## src/rtl/display_pkg.sv

```systemverilog
// Shared scan-controller types: FSM state encoding and one-hot digit select.
package display_pkg;

  localparam int MAX_DIG = 8;

  typedef enum logic [1:0] {
    S_IDLE  = 2'd0,
    S_BLANK = 2'd1,
    S_LOAD  = 2'd2,
    S_HOLD  = 2'd3
  } scan_state_e;

  function automatic logic [MAX_DIG-1:0] onehot(input logic [2:0] idx);
    onehot = '0;
    onehot[idx] = 1'b1;
  endfunction

endpackage

```

## src/rtl/scan_prescaler.sv

```systemverilog
// Per-digit hold counter: counts 0..PRESCALE-1 while inc is high, tc on the last count.
module scan_prescaler #(
  parameter int PRESCALE = 3000
) (
  input  logic clk,
  input  logic rstn,
  input  logic clr,
  input  logic inc,
  output logic tc
);

  localparam int CW = $clog2(PRESCALE + 1);

  logic [CW-1:0] count;

  assign tc = (count == CW'(PRESCALE - 1));

  always_ff @(posedge clk or negedge rstn) begin
    if (!rstn)        count <= '0;
    else if (clr)     count <= '0;
    else if (inc)     count <= tc ? '0 : count + CW'(1);
  end

endmodule

```

## src/rtl/display_scan_ctrl.sv

```systemverilog
// Multiplexed 7-segment scan: BLANK/LOAD/HOLD per digit against an external
// registered-output segment ROM, with a per-frame snapshot of value/blank.
module display_scan_ctrl
  import display_pkg::*;
#(
  parameter int NDIG     = 4,
  parameter int AW       = 4,
  parameter int DW       = 7,
  parameter int PRESCALE = 3000
) (
  input  logic               clk,
  input  logic               rstn,
  input  logic               en,
  input  logic [AW*NDIG-1:0] value,
  input  logic [NDIG-1:0]    blank,
  output logic [AW-1:0]      rom_addr,
  input  logic [DW-1:0]      rom_data,
  output logic [DW-1:0]      seg,
  output logic [NDIG-1:0]    dig,
  output logic               frame_tick
);

  localparam int IW = $clog2(NDIG);

  scan_state_e state, state_nx;

  logic [IW-1:0]      idx, idx_nx;
  logic [AW*NDIG-1:0] value_r;
  logic [NDIG-1:0]    blank_r;
  logic [MAX_DIG-1:0] dig_oh;
  logic               last_dig;
  logic               hold_tc;
  logic               snap, load_seg, advance;

  assign last_dig = (idx == IW'(NDIG - 1));
  assign idx_nx   = last_dig ? '0 : idx + IW'(1);
  assign dig_oh   = onehot(3'(idx));

  scan_prescaler #(.PRESCALE(PRESCALE)) u_hold (
    .clk  (clk),
    .rstn (rstn),
    .clr  (load_seg),
    .inc  (state == S_HOLD),
    .tc   (hold_tc)
  );

  always_ff @(posedge clk or negedge rstn) begin
    if (!rstn) state <= S_IDLE;
    else       state <= state_nx;
  end

  // en low overrides every transition, including the end-of-frame tick.
  always_comb begin
    state_nx = state;
    snap     = 1'b0;
    load_seg = 1'b0;
    advance  = 1'b0;
    if (!en) begin
      state_nx = S_IDLE;
    end else begin
      case (state)
        S_IDLE: begin
          snap     = 1'b1;
          state_nx = S_BLANK;
        end
        S_BLANK: state_nx = S_LOAD;
        S_LOAD: begin
          load_seg = 1'b1;
          state_nx = S_HOLD;
        end
        S_HOLD: begin
          if (hold_tc) begin
            advance  = 1'b1;
            snap     = last_dig;
            state_nx = S_BLANK;
          end
        end
        default: state_nx = S_IDLE;
      endcase
    end
  end

  always_ff @(posedge clk or negedge rstn) begin
    if (!rstn) begin
      idx        <= '0;
      value_r    <= '0;
      blank_r    <= '0;
      rom_addr   <= '0;
      seg        <= '0;
      dig        <= '0;
      frame_tick <= 1'b0;
    end else begin
      frame_tick <= 1'b0;
      if (!en) begin
        dig <= '0;
        seg <= '0;
      end else begin
        if (snap) begin
          value_r <= value;
          blank_r <= blank;
        end
        if (state == S_IDLE) begin
          idx      <= '0;
          rom_addr <= value[AW-1:0];
          dig      <= '0;
        end
        if (load_seg) begin
          seg <= blank_r[idx] ? '0 : rom_data;
          dig <= dig_oh[NDIG-1:0];
        end
        // Wrapping fetches digit 0 from the fresh input, not the stale snapshot.
        if (advance) begin
          dig        <= '0;
          idx        <= idx_nx;
          rom_addr   <= last_dig ? value[AW-1:0] : value_r[AW*idx_nx +: AW];
          frame_tick <= last_dig;
        end
      end
    end
  end

endmodule
```

## config.mk

```make
export PLATFORM = sky130hd
export DESIGN_NAME = display_scan_ctrl
export DESIGN_NICKNAME = d
export VERILOG_FILES = /design/src/rtl/display_pkg.sv /design/src/rtl/scan_prescaler.sv /design/src/rtl/display_scan_ctrl.sv
export SDC_FILE = /design/constraint.sdc
export NUM_CORES = 1
export LEC_CHECK = 0
export CAP_MARGIN = 20
export CORE_MARGIN = 3
export CORE_UTILIZATION = 55
export DETAILED_ROUTE_END_ITERATION = 8
export PLACE_DENSITY = 0.81
export SETUP_SLACK_MARGIN = 0.1
export SYNTH_ARGS = -nofsm -noshare
export SYNTH_HDL_FRONTEND = slang
export SYNTH_SLANG_ARGS = --single-unit
```

## constraint.sdc

```tcl
create_clock -name clk -period 2.4 [get_ports clk]
set_input_delay 0.48 -clock clk [delete_from_list [all_inputs] [get_ports clk]]
set_output_delay 0.48 -clock clk [all_outputs]
set_load 0.01 [all_outputs]
```

# Word level (Yosys, flattened, before mapping)
# Cells that the tools add are included.
[totals]
regBits = 52
in_bits = 30
out_inout_bits = 16
wordCells = 62
[classes]
add_sub_neg = 2
n_lt_le_gt_ge = 3
n_eq_ne = 8
n_shift = 1
muxes = 33
n_reduce_logical = 6
[ops]
columns = ["op", "count"]
rows = [
  ["12-bit two-way mux", 3],
  ["4-bit two-way mux", 7],
  ["7-bit two-way mux", 3],
  ["16-bit by 5-bit indexed part select with 4-bit output", 1],
  ["12-bit by 1-bit adder with 12-bit output, second input constant", 1],
  ["12-bit equality test, second input constant", 1],
  ["1-bit two-way mux", 11],
  ["2-bit two-way mux", 5],
  ["2-bit one-hot mux with 4 select lines", 1],
  ["2-bit equality test, second input constant", 3],
  ["2-bit by 4-bit < comparator with 1-bit output, second input constant", 1],
  ["4-bit by 1-bit inequality test with 1-bit output, second input constant", 1],
  ["2-bit AND reduction", 2],
  ["2-bit nonzero test", 2],
  ["2-bit by 3-bit < comparator with 1-bit output, second input constant", 1],
  ["3-bit inequality test, second input constant", 1],
  ["2-bit by 1-bit adder with 2-bit output, second input constant", 1],
  ["1-bit binary-select mux with 2-bit select", 1],
  ["1-bit demux with 2-bit select", 1],
  ["2-bit by 1-bit equality test with 1-bit output, second input constant", 1],
  ["2-bit by 1-bit >= comparator with 1-bit output, second input constant", 1],
  ["2-bit logical NOT", 1],
  ["2-bit by 1-bit inequality test with 1-bit output, second input constant", 1],
  ["1-bit one-hot mux with 2 select lines", 1],
  ["1-bit logical AND", 1],
]

# Depth between registers and ports, before layout
# Gate-level depths: netlist of run 1.
[depth]
word_depth = 7
mapped_depth = 7
mapped_depth_nobuf = 6

# Hierarchy
# A second synthesis of run 1 with hierarchy kept.
[unflattened]
cells_unflattened = 237
hier_area_um2 = 2682.6
[modules_own_cells]
columns = ["mod", "instances", "cells_per_inst", "area_each_um2", "seq_area_each_um2"]
rows = [
  ["display_scan_ctrl", 1, 163, 1943.1, 1001.0],
  ["scan_prescaler", 1, 74, 739.5, 300.3],
]

# Worst setup path before layout of run 1
# No wires, ideal clock.
[synth_path]
kind = "reg-to-reg"
startpoint = "register u_hold.count[0]"
endpoint = "register blank_r[0]"
setup_ps = 128
arrival_ps = 2004
required_time_ps = 2272
setup_slack_ps = 268
path_stages_with_launch = 7
n_path_buf = 1
period_less_slack_ps = 2132
cell_sequence = "dfrtp_1 ha_1 nand4b_1 or4_4 buf_6 o211ai_2 nand3_1"
[synth_via]
elab_chain_cells = 5
[synth_lines]
columns = ["element", "line", "rtl"]
rows = [
  ["start: declaration", "scan_prescaler.sv:14", "logic [CW-1:0] count;"],
  ["start signal: assignment", "scan_prescaler.sv:21", "else if (inc) count <= tc ? '0 : count + CW'(1);"],
  ["12-bit equality test", "scan_prescaler.sv:16", "assign tc = (count == CW'(PRESCALE - 1));"],
  ["1-bit two-way mux", "display_scan_ctrl.sv:72", "if (hold_tc) begin"],
  ["1-bit one-hot mux with 2 select lines", "display_scan_ctrl.sv:61", "case (state)"],
  ["1-bit two-way mux", "display_scan_ctrl.sv:58", "if (!en) begin"],
  ["2-bit AND reduction (no source line)", "--", ""],
  ["end signal: assignment", "display_scan_ctrl.sv:100", "blank_r <= blank;"],
  ["end: declaration", "display_scan_ctrl.sv:29", "logic [NDIG-1:0] blank_r;"],
]
# Every way passes these cells.
# A chain may end at the register's enable or synchronous reset.

# Final worst setup path of run 1
[layout_path]
startpoint = "register u_hold.count[2]"
endpoint = "register idx[0]"
[layout_via]
elab_chain_cells = 6
elab_cells_between_ends = 7
cone_classes = "eq/ne (1); mux (4); reduce/logical (2)"
[layout_lines]
columns = ["element", "line", "rtl"]
rows = [
  ["12-bit equality test *", "scan_prescaler.sv:16", ""],
  ["1-bit two-way mux *", "display_scan_ctrl.sv:72", ""],
  ["1-bit two-way mux *", "display_scan_ctrl.sv:61", ""],
  ["1-bit two-way mux *", "display_scan_ctrl.sv:58", ""],
  ["2-bit nonzero test (no source line)", "--", ""],
  ["2-bit AND reduction (no source line)", "--", ""],
  ["end signal: assignment", "display_scan_ctrl.sv:114", "idx <= idx_nx;"],
  ["end: declaration", "display_scan_ctrl.sv:27", "logic [IW-1:0] idx, idx_nx;"],
]
# Every way passes the cells marked *; elsewhere a longest branch is shown, timed or not.

==> PnR_summary.wiki, run 1 <==
{| class="wikitable"
! Metric !! Value
|-
| Outcome || completed
|-
| Count of distinct cell types in the synthesized netlist || 45
|-
| Remaining Overflow, GRT || 0
|-
| Mapped Area || 0.00317 mm²
|-
| Areal power density over the cells || 817 mW/mm²
|-
| Combined global-route utilization of all metal layers || 0.225
|-
| Maximum capacitance violations || 0
|-
| Proportion of synthesized chip area in sequential cells || 0.410
|-
| Worst rel slew slack || 0.471
|-
| Die height || 82.0 µm
|-
| Clock tree from TritonCTS || done
|-
| Async S/R FF share, synth || 1.00
|-
| Core area || 0.00554 mm²
|-
| Antenna Diode Count || 0
|-
| Minimum clock period || 2110 ps
|-
| Effective utilization at floorplan || 0.573
|-
| Routed length per instance || 16.4 µm
|-
| Largest fanout on the critical path || 7
|-
| H-tree depth || 2
|-
| Total power draw || 0.00311 W
|-
| Startpoint type of the worst setup path || register
|-
| Reg clk slew, reported paths || 100 ps
|-
| Violation count after the first detailed-route iteration || 116
|-
| TritonCTS buffer count || 5
|-
| Number of inserted filler cells in the final layout || 445
|-
| Antenna-violating nets left || 0
|-
| Cell taking the most area after synthesis || dfrtp_1
|-
| Setup repair after global routing missed its margin || false
|-
| Data arrival time of the critical path || 2300 ps
|-
| CTS Hold Buffers Added || 0
|-
| Share of the synthesized area in the top cell type || 0.410
|-
| WL final || 7100 µm
|-
| Post CTS Setup Buffer Count || 0
|-
| Number of antenna violations at the first check in global routing || 0
|-
| Clock latency of the later-clocked register in the worst-skew pair || 310 ps
|-
| Synthesis-stage register bit count || 52
|-
| Final layout net count || 398
|-
| Hold crit path type || in -> async
|-
| Syn_nets || 357
|-
| Critical path cell sequence || or3b_1 -> buf_4 -> o41ai_4 -> and2_0 -> o21ai_0
|-
| Number of detailed-route iterations in the first pass || 4
|-
| Count of mapped cells out of synthesis || 318
|-
| Synth top area cells || dfrtp_1 (41%), o211ai_2 (7.5%), nand3_1 (7.4%)
|-
| Die area || 0.00672 mm²
|-
| Primary FF master, synth || dfrtp_1
|-
| Weighted congestion reported at the end of routability-driven placement || 0.818
|-
| Via count of the first global-routing pass || 2490
|-
| Crit share post-route || 0.881
|-
| Final critical-path setup slack || 286 ps
|-
| Slew at the pin closest to its max-slew limit || 794 ps
|-
| Final number of hold-violating endpoints || 0
|-
| Maximum number of pins on one net before global-route repair || 41
|-
| Synth Warn # || 0
|-
| Crit Path Category || reg -> reg
|-
| Cell leakage power || 1.54 nW
|-
| Horizontal extent of the die || 82.0 µm
|-
| Relative area change from synthesis to final layout || 19.9%
|-
| Worst-case clock buffer depth || 2
|-
| Input/output buffers || 45
|-
| Final clock skew || 3.70 ps
|-
| Kind of capture point of the worst setup path || register
|-
| Number of enable-type register cells in the synthesized netlist || 0
|-
| Critical path data required time || 2590 ps
|-
| Global-route wire length before repair || 11700 µm
|-
| Maximum operating frequency || 473 MHz
|-
| Cell area after placement || 0.00371 mm²
|-
| # rows || 27
|-
| Synth Area per Inst || 9.98 µm²
|-
| Fin. max-slew vios || 0
|-
| Buffer cell driving the clock tree root || clkbuf_8
|-
| Remaining routing DRC violations || 0
|-
| Total negative slack || 0 ps
|-
| Largest stage delay on the critical path || 480 ps
|-
| Clk sink count || 52
|-
| Number of instances resized during post-cts repair || 0
|-
| Max IR drop VDD || 0.397 mV
|-
| HPWL after DPL || 5060 µm
|-
| Number of failing setup endpoints in the final timing report || 0
|-
| Post-detailed-route via-to-cell ratio || 6.05
|-
| Post-route cell area || 0.00380 mm²
|-
| Critical-path cell with the highest stage delay || dfrtp_1
|-
| I/O pin cnt || 46
|-
| Worst slack at placement || 259 ps
|-
| Total via count in the routed design || 2613
|-
| Fraction of layout instances using a drive strength above 1 || 0.150
|}
## synthesized netlist by cell type (2+ instances only)
library cell / instances
o41ai_4: 2
nand3_1: 47
and2_1: 3
ha_1: 9
mux4_2: 3
nand4_1: 2
nand2b_1: 3
o211ai_1: 3
clkbuf_1: 17
nand2_1: 15
mux2i_1: 4
and2_0: 2
nand4b_1: 3
o311ai_0: 2
o21ai_0: 7
mux2_2: 3
nor4_1: 3
nor2b_1: 22
a22o_1: 7
nor3_1: 6
xor2_1: 2
buf_6: 3
o211ai_2: 19
a22oi_1: 24
inv_1: 8
xnor2_1: 3
nor2_1: 15
a31oi_1: 2
buf_2: 4
a21oi_1: 9
dfrtp_1: 52
## flip-flops by register name, indices dropped and copies added (netlist names)
name          count
blank_r           4
dig               4
frame_tick        1
idx               2
rom_addr          4
seg               7
state             2
u_hold.count     12
value_r          16
## cell usage in the layout (no fill, tap or decap), types with 12 or more instances in the layout
cell,count
a22oi_1,24
buf_4,12
clkdlybuf4s50_1,44
dfrtp_1,52
nand2_1,15
nand3_1,47
nor2_1,15
nor2b_1,22
o211ai_2,19
## stage by stage
step / std cells / hold WS [ps] / util
5_1_grt: 432 / 203 / 0.687
3_5_place_dp: 424 / 490 / 0.669
2_1_floorplan: 318 / 184 / -
6_report: 432 / 163 / 0.687
4_1_cts: 432 / 186 / 0.685
3_3_place_gp: 424 / 489 / 0.669
## final timing paths
kind	startpoint	endpoint	slack, ps	cells past startpoint
max	u_hold.count[2]$_DFFE_PN0P_	idx[0]$_DFFE_PN0P_	290	5
min	rstn	u_hold.count[2]$_DFFE_PN0P_	160	1
max reg2reg	u_hold.count[2]$_DFFE_PN0P_	idx[0]$_DFFE_PN0P_	290	5
min reg2reg	seg[0]$_DFFE_PN0P_	seg[0]$_DFFE_PN0P_	510	1
max in group asynchronous	rstn	idx[0]$_DFFE_PN0P_	1690	2
min in group clk	seg[0]$_DFFE_PN0P_	seg[0]$_DFFE_PN0P_	510	1
## per-layer routing
metal | up-vias | global-route usage | share of wire
met5 | - | 0 | 0
met4 | 0 | 0.0598 | 0.010
met3 | 7 | 0.0340 | 0.048
met2 | 72 | 0.384 | 0.49
met1 | 1260 | 0.296 | 0.45
li1 | 1274 | - | -
## critical path, delay by kind of cell, from the launching register on
kind	cells	cell delay (ps)
simple gates	2	730
compound gates	2	570
buf+inv	1	200
flops	1	480
## cell families (layout without fill, tap and decap cells)
| family | Yosys count | count (layout) | share of synthesized area |
|---|---|---|---|
| simple gates | 130 | 130 | 0.225 |
| xor+xnor | 5 | 5 | 0.0138 |
| buf+inv | 32 | 74 | 0.0465 |
| mux | 10 | 10 | 0.0445 |
| fa+ha+maj | 9 | 9 | 0.0355 |
| flops | 52 | 52 | 0.410 |
| compound gates | 80 | 80 | 0.225 |
## power by group
group	total (W)	internal, W	switching, W
clock	0.000507	0.000204	0.000303
combinational	0.00123	0.000605	0.000622
sequential	0.00138	0.00112	0.000253
## layout make-up
cell class	instances	area, µm²	share of cell area
multi-input cells	234	1740	0.457
flip-flops and latches	52	1300	0.342
repair buffers	58	556	0.146
well taps	72	90.1	0.0237
clock buffers	5	68.8	0.0181
inverters	8	30.0	0.00789
clock inverters	3	18.8	0.00493
Note: power is estimated with default switching activity, not from simulation.
==> run 2: changes to the inputs <==
--- a/config.mk
+++ b/config.mk
@@ -9,7 +9,7 @@
 export CORE_MARGIN = 3
 export CORE_UTILIZATION = 55
 export DETAILED_ROUTE_END_ITERATION = 8
-export PLACE_DENSITY = 0.81
+export PLACE_DENSITY = 0.92
 export SETUP_SLACK_MARGIN = 0.1
 export SYNTH_ARGS = -nofsm -noshare
 export SYNTH_HDL_FRONTEND = slang
==> run 2 against run 1 <==
Hold slack better by 130 ps. Flip-flop and latch count unchanged. Non-clock buffer count increased by 3. Clock-buffer cell count rose by 3. Largest cell class unchanged. Utilization grew 0.23 points. Clock power rose by 2%. Worst setup slack got worse by 71 ps. Wire length is 6.2% higher. Register-to-register slack worse by 70 ps. Largest power group unchanged. Highest routed layer unchanged. Fmax is 3.3% lower. Clock skew up 8.0 ps.
==> PnR_summary.wiki, run 2 (same netlist as run 1, synthesis figures left out) <==
{| class="wikitable"
! Metric !! Value
|-
| Maximum capacitance violations || 0 (unchanged)
|-
| Reg clk slew, reported paths || 100 ps (about the same)
|-
| Final number of hold-violating endpoints || 0 (unchanged)
|-
| Worst-case clock buffer depth || 2 (unchanged)
|-
| Power spent charging and discharging nets || 0.00119 W (+0.69%)
|-
| Clock latency of the later-clocked register in the worst-skew pair || 310 ps (about the same)
|-
| Hold crit path type || in -> async
|-
| Biggest register || value_r
|-
| # rows || 27 (unchanged)
|-
| HPWL after DPL || 5240 µm (+3.6%)
|-
| Via count of the first global-routing pass || 2767 (+11%)
|-
| TritonCTS buffer count || 5 (unchanged)
|-
| Global-route wire length before repair || 12400 µm (+6.1%)
|-
| Largest fanout on the critical path || 22 (+15)
|-
| Final clock skew || 11.7 ps (+7.97 ps)
|-
| R2R Path End || value_r[13]$_DFFE_PN0P_
|-
| Switching part of the total || 0.377 (-0.00228)
|-
| Buffering stage count on the worst path with inverters included || 0 (-1)
|-
| Fin. max-slew vios || 0 (unchanged)
|-
| Crit share post-route || 0.911 (+0.0298)
|-
| Reg2reg start || u_hold.count[2]$_DFFE_PN0P_
|-
| Core area || 0.00554 mm² (unchanged)
|-
| Number of inserted filler cells in the final layout || 416 (-6.5%)
|-
| Total via count in the routed design || 2732 (+4.6%)
|-
| Worst rel slew slack || 0.377 (-0.0934)
|-
| Share of total power in combinational logic || 0.398 (+0.003)
|-
| Most common cell after layout, fill and taps aside || dfrtp_1
|-
| Share of the core filled with cells || 0.689 (+0.00226)
|-
| Clock tree from TritonCTS || done
|-
| Antenna Diode Count || 0 (unchanged)
|-
| Clock network fraction of design power || 0.165 (+0.002)
|-
| Input/output buffers || 45 (unchanged)
|-
| Relative area change from synthesis to final layout || 20.3%
|-
| Largest registers ranked by flip-flop count || value_r x16, u_hold.count x12, seg x7
|-
| Areal power density over the cells || 825 mW/mm² (+0.96%)
|-
| Number of flip-flops in the largest register || 16 (unchanged)
|-
| Effective utilization at floorplan || 0.573 (unchanged)
|-
| Startpoint type of the worst setup path || register
|-
| Die height || 82.0 µm (unchanged)
|-
| Critical path data required time || 2590 ps (about the same)
|-
| Cell internal power dissipation || 0.00196 W (+1.7%)
|-
| Slew at the pin closest to its max-slew limit || 934 ps (+140 ps)
|-
| Max IR drop VDD || 0.547 mV (+38%)
|-
| Total negative slack || 0 ps (unchanged)
|-
| Worst hold slack || 296 ps (+134 ps)
|-
| Maximum number of pins on one net before global-route repair || 42 (+2.4%)
|-
| Most used cells in the layout excluding fill and tap cells || dfrtp_1 (52), nand3_1 (47), clkdlybuf4s50_1 (44), a22oi_1 (24), nor2b_1 (22)
|-
| Reg-to-reg setup timing slack || 210 ps (-70 ps)
|-
| Critical path cell sequence || or3b_1 -> or4_4 -> o211ai_1 -> nand3_1
|-
| Final layout net count || 401 (+0.75%)
|-
| Cell leakage power || 1.55 nW (+0.61%)
|-
| H-tree depth || 2 (unchanged)
|-
| WL final || 7540 µm (+6.2%)
|-
| Remaining routing DRC violations || 0 (unchanged)
|-
| Routed length per instance || 17.3 µm (+5.5%)
|-
| Number of detailed-route iterations in the first pass || 5 (+1)
|-
| Critical-path cell with the highest stage delay || or4_4
|-
| Post-detailed-route via-to-cell ratio || 6.28 (+3.8%)
|-
| Depth of the critical timing path with buffers and inverters included || 4 (-1)
|-
| Number of failing setup endpoints in the final timing report || 0 (unchanged)
|-
| Number of antenna violations at the first check in global routing || 0 (unchanged)
|-
| Crit Path Category || reg -> reg
|-
| Data arrival time of the critical path || 2380 ps (+80 ps)
|-
| Top delay family on crit path || simple AND/OR/NAND/NOR gates
|-
| CTS Hold Buffers Added || 0 (unchanged)
|-
| Part of the power in registers || 0.437 (-0.005)
|-
| Antenna-violating nets left || 0 (unchanged)
|-
| Remaining Overflow, GRT || 0 (unchanged)
|-
| Largest stage delay on the critical path || 770 ps (+290 ps)
|-
| Maximum operating frequency || 458 MHz (-3.3%)
|-
| Horizontal extent of the die || 82.0 µm (unchanged)
|-
| Post-route cell area || 0.00382 mm² (+0.33%)
|-
| Combined global-route utilization of all metal layers || 0.240 (+0.0152)
|-
| R2R cell count || 4 (-1)
|-
| Kind of capture point of the worst setup path || register
|-
| Clk sink count || 52 (unchanged)
|-
| Violation count after the first detailed-route iteration || 220 (+90%)
|-
| Fraction of layout instances using a drive strength above 1 || 0.152 (+0.00152)
|-
| I/O pin cnt || 46 (unchanged)
|-
| Outcome || completed
|-
| Setup repair after global routing missed its margin || true
|-
| Cell area after placement || 0.00370 mm² (-0.14%)
|-
| Minimum clock period || 2190 ps (+71.5 ps)
|-
| Die area || 0.00672 mm² (unchanged)
|-
| Total power draw || 0.00315 W (+1.3%)
|-
| Weighted congestion reported at the end of routability-driven placement || 0.874 (+6.9%)
|-
| Buffer cell driving the clock tree root || clkbuf_8
|}
## run 2: changes by cell type in the layout (fill, tap and decap cells not counted)
cell	previous run	this run
clkinv_4	1	0
clkbuf_1	0	2
buf_12	1	0
clkinv_2	2	0
clkbuf_8	5	6
and2_1	3	4
and2_0	2	1
buf_4	12	16
## run 2: how the worst max path moves through the flow
| stage | to | slack, ps | from |
|---|---|---|---|
| 6_report | value_r[13]$_DFFE_PN0P_ | 210 | u_hold.count[2]$_DFFE_PN0P_ |
| 3_3_place_gp | value_r[13]$_DFFE_PN0P_ | 220 | en |
| 2_1_floorplan | blank_r[0]$_DFFE_PN0P_ | 270 | u_hold.count[0]$_DFFE_PN0P_ |
| 5_1_grt | rom_addr[2]$_DFFE_PN0P_ | 100 | u_hold.count[0]$_DFFE_PN0P_ |
| 4_1_cts | u_hold.count[11]$_DFFE_PN0P_ | 160 | u_hold.count[0]$_DFFE_PN0P_ |
| 3_5_place_dp | rom_addr[0]$_DFFE_PN0P_ | 80 | en |
## run 2: metal layers
metal / wire [µm] / GRT usage / vias up
li1: - / - / 1275
met1: 3070 / 0.284 / 1312
met2: 3720 / 0.408 / 119
met3: 510 / 0.0504 / 26
met4: 243 / 0.123 / 0
met5: 0 / 0 / -
## run 2: area by class of cell
type | instances | area [µm²] | share of cell area
clock buffers | 8 | 90.1 | 0.0236
inverters | 8 | 30.0 | 0.00787
multi-input cells | 234 | 1740 | 0.456
flip-flops and latches | 52 | 1300 | 0.341
well taps | 72 | 90.1 | 0.0236
repair buffers | 61 | 566 | 0.148
## run 2: metrics by stage
stage                     setup slack, ps  std cells
after detailed placement             80.5        425
after global placement                222        425
after CTS                             160        433
after floorplan                       268        318
final                                 214        435
after global routing                  100        435
## run 2: what timing repair did
action	4_1_cts	5_1_grt
buffers inserted	0	2
endpoints found under the setup margin	0	9
gates resized for setup	0	2
## run 2: power groups by stage
| stage | logic [W] | registers, W | clock network [W] |
|---|---|---|---|
| after floorplan | 0.000905 | 0.00133 | 0 |
| after global placement | 0.00119 | 0.00137 | 0 |
| after detailed placement | 0.00125 | 0.00138 | 0 |
| after CTS | 0.00126 | 0.00137 | 0.000526 |
| after global routing | 0.00139 | 0.00141 | 0.000553 |
| final | 0.00125 | 0.00138 | 0.000519 |
==> run 3: changes to the inputs <==
--- a/config.mk
+++ b/config.mk
@@ -6,11 +6,11 @@
 export NUM_CORES = 1
 export LEC_CHECK = 0
 export CAP_MARGIN = 20
-export CORE_MARGIN = 3
+export CORE_MARGIN = 4
 export CORE_UTILIZATION = 55
 export DETAILED_ROUTE_END_ITERATION = 8
 export PLACE_DENSITY = 0.92
-export SETUP_SLACK_MARGIN = 0.1
+export SETUP_SLACK_MARGIN = 0.2
 export SYNTH_ARGS = -nofsm -noshare
 export SYNTH_HDL_FRONTEND = slang
 export SYNTH_SLANG_ARGS = --single-unit
==> run 3 against run 2 <==
Global-route usage fell by 1.9 points. Combinational power is essentially flat. Hold slack lost 8.5 ps. First-iteration DRC count fell by 34%. Register-to-register slack improved by 100 ps. Power is 0.90% higher. Clock skew down 5.3 ps. Clock-buffer cell count is 3 lower. Critical path type unchanged. Critical endpoint unchanged. Largest power group unchanged. Highest routed layer unchanged.
==> PnR_summary.wiki, run 3 (same netlist as run 1, synthesis figures left out) <==
{| class="wikitable"
! Metric !! Value
|-
| Critical path data required time || 2600 ps (about the same)
|-
| Number of flip-flops in the largest register || 16 (unchanged)
|-
| WL final || 7470 µm (-0.97%)
|-
| Post-detailed-route via-to-cell ratio || 6.29 (+0.12%)
|-
| Data arrival time of the critical path || 2280 ps (-100 ps)
|-
| Post CTS Setup Buffer Count || 0 (unchanged)
|-
| R2R Path End || value_r[13]$_DFFE_PN0P_
|-
| Share of the core filled with cells || 0.691 (+0.00181)
|-
| Number of failing setup endpoints in the final timing report || 0 (unchanged)
|-
| Reg-to-reg setup timing slack || 320 ps (+100 ps)
|-
| Final critical-path setup slack || 316 ps (+102 ps)
|-
| Areal power density over the cells || 831 mW/mm² (+0.63%)
|-
| Crit Path Category || reg -> reg
|-
| Final clock skew || 6.33 ps (-5.34 ps)
|-
| Clock tree from TritonCTS || done
|-
| Maximum operating frequency || 480 MHz (+4.9%)
|-
| Reg2reg start || u_hold.count[3]$_DFFE_PN0P_
|-
| Reg clk slew, reported paths || 100 ps (about the same)
|-
| Antenna Diode Count || 0 (unchanged)
|-
| Post-route cell area || 0.00383 mm² (+0.26%)
|-
| Combined global-route utilization of all metal layers || 0.221 (-0.0187)
|-
| Routed length per instance || 17.2 µm (-0.74%)
|-
| Worst-case clock buffer depth || 2 (unchanged)
|-
| Buffer cell driving the clock tree root || clkbuf_8
|-
| Fraction of layout instances using a drive strength above 1 || 0.160 (+0.00871)
|-
| Input/output buffers || 45 (unchanged)
|-
| Horizontal extent of the die || 84.0 µm (+2.4%)
|-
| Clk sink count || 52 (unchanged)
|-
| Final layout net count || 400 (-0.25%)
|-
| Violation count after the first detailed-route iteration || 146 (-34%)
|-
| Multi-input combinational cell area || 0.00174 mm² (about the same)
|-
| Via count of the first global-routing pass || 2827 (+2.2%)
|-
| Remaining Overflow, GRT || 0 (unchanged)
|-
| Sequential cell area || 0.00130 mm² (about the same)
|-
| Maximum number of pins on one net before global-route repair || 41 (-2.4%)
|-
| Global-route wire length before repair || 13000 µm (+4.6%)
|-
| Weighted congestion reported at the end of routability-driven placement || 0.842 (-3.7%)
|-
| Effective utilization at floorplan || 0.573 (unchanged)
|-
| Final number of hold-violating endpoints || 0 (unchanged)
|-
| Most used cells in the layout excluding fill and tap cells || dfrtp_1 (51), nand3_1 (47), clkdlybuf4s50_1 (44), a22oi_1 (24), nor2b_1 (22)
|-
| Outcome || completed
|-
| Hold crit path type || in -> async
|-
| Setup repair after global routing missed its margin || false
|-
| Cell area after placement || 0.00372 mm² (+0.54%)
|-
| Count of placed standard cells in the final layout, fillers left out || 434 (-0.23%)
|-
| Launching element of the worst setup path || u_hold.count[3]$_DFFE_PN0P_
|-
| Worst rel slew slack || 0.396 (+0.0187)
|-
| Kind of capture point of the worst setup path || register
|-
| H-tree depth || 2 (unchanged)
|-
| Number of inserted filler cells in the final layout || 424 (+1.9%)
|-
| Minimum clock period || 2080 ps (-102 ps)
|-
| TritonCTS buffer count || 5 (unchanged)
|-
| Clock latency of the later-clocked register in the worst-skew pair || 310 ps (about the same)
|-
| I/O pin cnt || 46 (unchanged)
|-
| CTS Hold Buffers Added || 0 (unchanged)
|-
| Relative area change from synthesis to final layout || 20.6%
|-
| Slew at the pin closest to its max-slew limit || 906 ps (-28.0 ps)
|-
| Max IR drop VDD || 0.398 mV (-27%)
|-
| Inst Count DP || 426 (+0.24%)
|-
| Maximum capacitance violations || 0 (unchanged)
|-
| Largest registers ranked by flip-flop count || value_r x16, u_hold.count x12, seg x7
|-
| Crit share post-route || 0.868 (-0.0425)
|-
| Antenna-violating nets left || 0 (unchanged)
|-
| R2R cell count || 4 (unchanged)
|-
| # rows || 27 (unchanged)
|-
| Most common cell after layout, fill and taps aside || dfrtp_1
|-
| Biggest register || value_r
|-
| Total negative slack || 0 ps (unchanged)
|-
| Total via count in the routed design || 2729 (-0.11%)
|-
| Core area || 0.00554 mm² (unchanged)
|-
| Fin. max-slew vios || 0 (unchanged)
|-
| Die height || 84.0 µm (+2.4%)
|-
| Largest fanout on the critical path || 22 (unchanged)
|-
| Cell leakage power || 1.54 nW (-0.62%)
|-
| Number of antenna violations at the first check in global routing || 0 (unchanged)
|-
| Worst slack at placement || 238 ps (+157 ps)
|-
| Startpoint type of the worst setup path || register
|-
| Number of detailed-route iterations in the first pass || 4 (-1)
|-
| Die area || 0.00705 mm² (+4.9%)
|-
| HPWL after DPL || 5340 µm (+1.8%)
|-
| Remaining routing DRC violations || 0 (unchanged)
|}
==> run 3: cell count changes in the layout (fill, tap and decap cells not counted) <==
cell,change
dfrtp_1,-1
and2_1,-1
clkinvlp_4,+2
clkbuf_8,-1
buf_12,+1
dfrtp_2,+1
clkbuf_1,-2
clkinv_4,+1
and2_2,+1
buf_4,-2
==> run 3: through the flow <==
stage                     power [W]  hold WS (ps)
after detailed placement    0.00267           491
final                       0.00318           288
after global placement      0.00259           489
after floorplan             0.00224           184
after global routing        0.00338           375
after CTS                   0.00318           327
==> run 3: how the worst max path moves through the flow <==
stage,to,slack (ps)
floorplan,blank_r[0]$_DFFE_PN0P_,270
detailed placement,blank_r[0]$_DFFE_PN0P_,240
finish,value_r[13]$_DFFE_PN0P_,320
global route,rom_addr[2]$_DFFE_PN0P_,210
global placement,value_r[14]$_DFFE_PN0P_,290
CTS,rom_addr[0]$_DFFE_PN0P_,250
==> run 3: power by group <==
group          internal, W  leakage, nW  total (W)  switching (W)
logic             0.000639        0.850    0.00128       0.000641
clock network     0.000207       0.0404   0.000516       0.000309
registers          0.00112        0.646    0.00138       0.000260
total              0.00197         1.54    0.00318        0.00121
==> run 3: layer usage <==
metal | wire (µm) | up-vias | GRT usage | share of wire
li1 | - | 1273 | - | -
met1 | 3130 | 1347 | 0.268 | 0.42
met2 | 3810 | 95 | 0.396 | 0.51
met3 | 402 | 14 | 0.0365 | 0.054
met4 | 125 | 0 | 0.0760 | 0.017
met5 | 0 | - | 0 | 0
==> run 3: critical path, stage by stage (launching register included) <==
cell	delay (ps)
dfrtp_1	460
or3b_1	420
or4_4	750
o211ai_1	240
nand3_1	100
==> run 3: area by class of cell <==
cell class,instances,share of cell area
multi-input cells,234,0.455
flip-flops and latches,52,0.340
repair buffers,60,0.149
well taps,72,0.0235
clock buffers,5,0.0180
inverters,8,0.00785
clock inverters,3,0.00621
==> run 3: what timing repair did <==
| action | in CTS | in global routing |
|---|---|---|
| endpoints found under the setup margin | 0 | 7 |
| resized for setup | 0 | 4 |
| endpoints found under the hold margin | 0 | 0 |
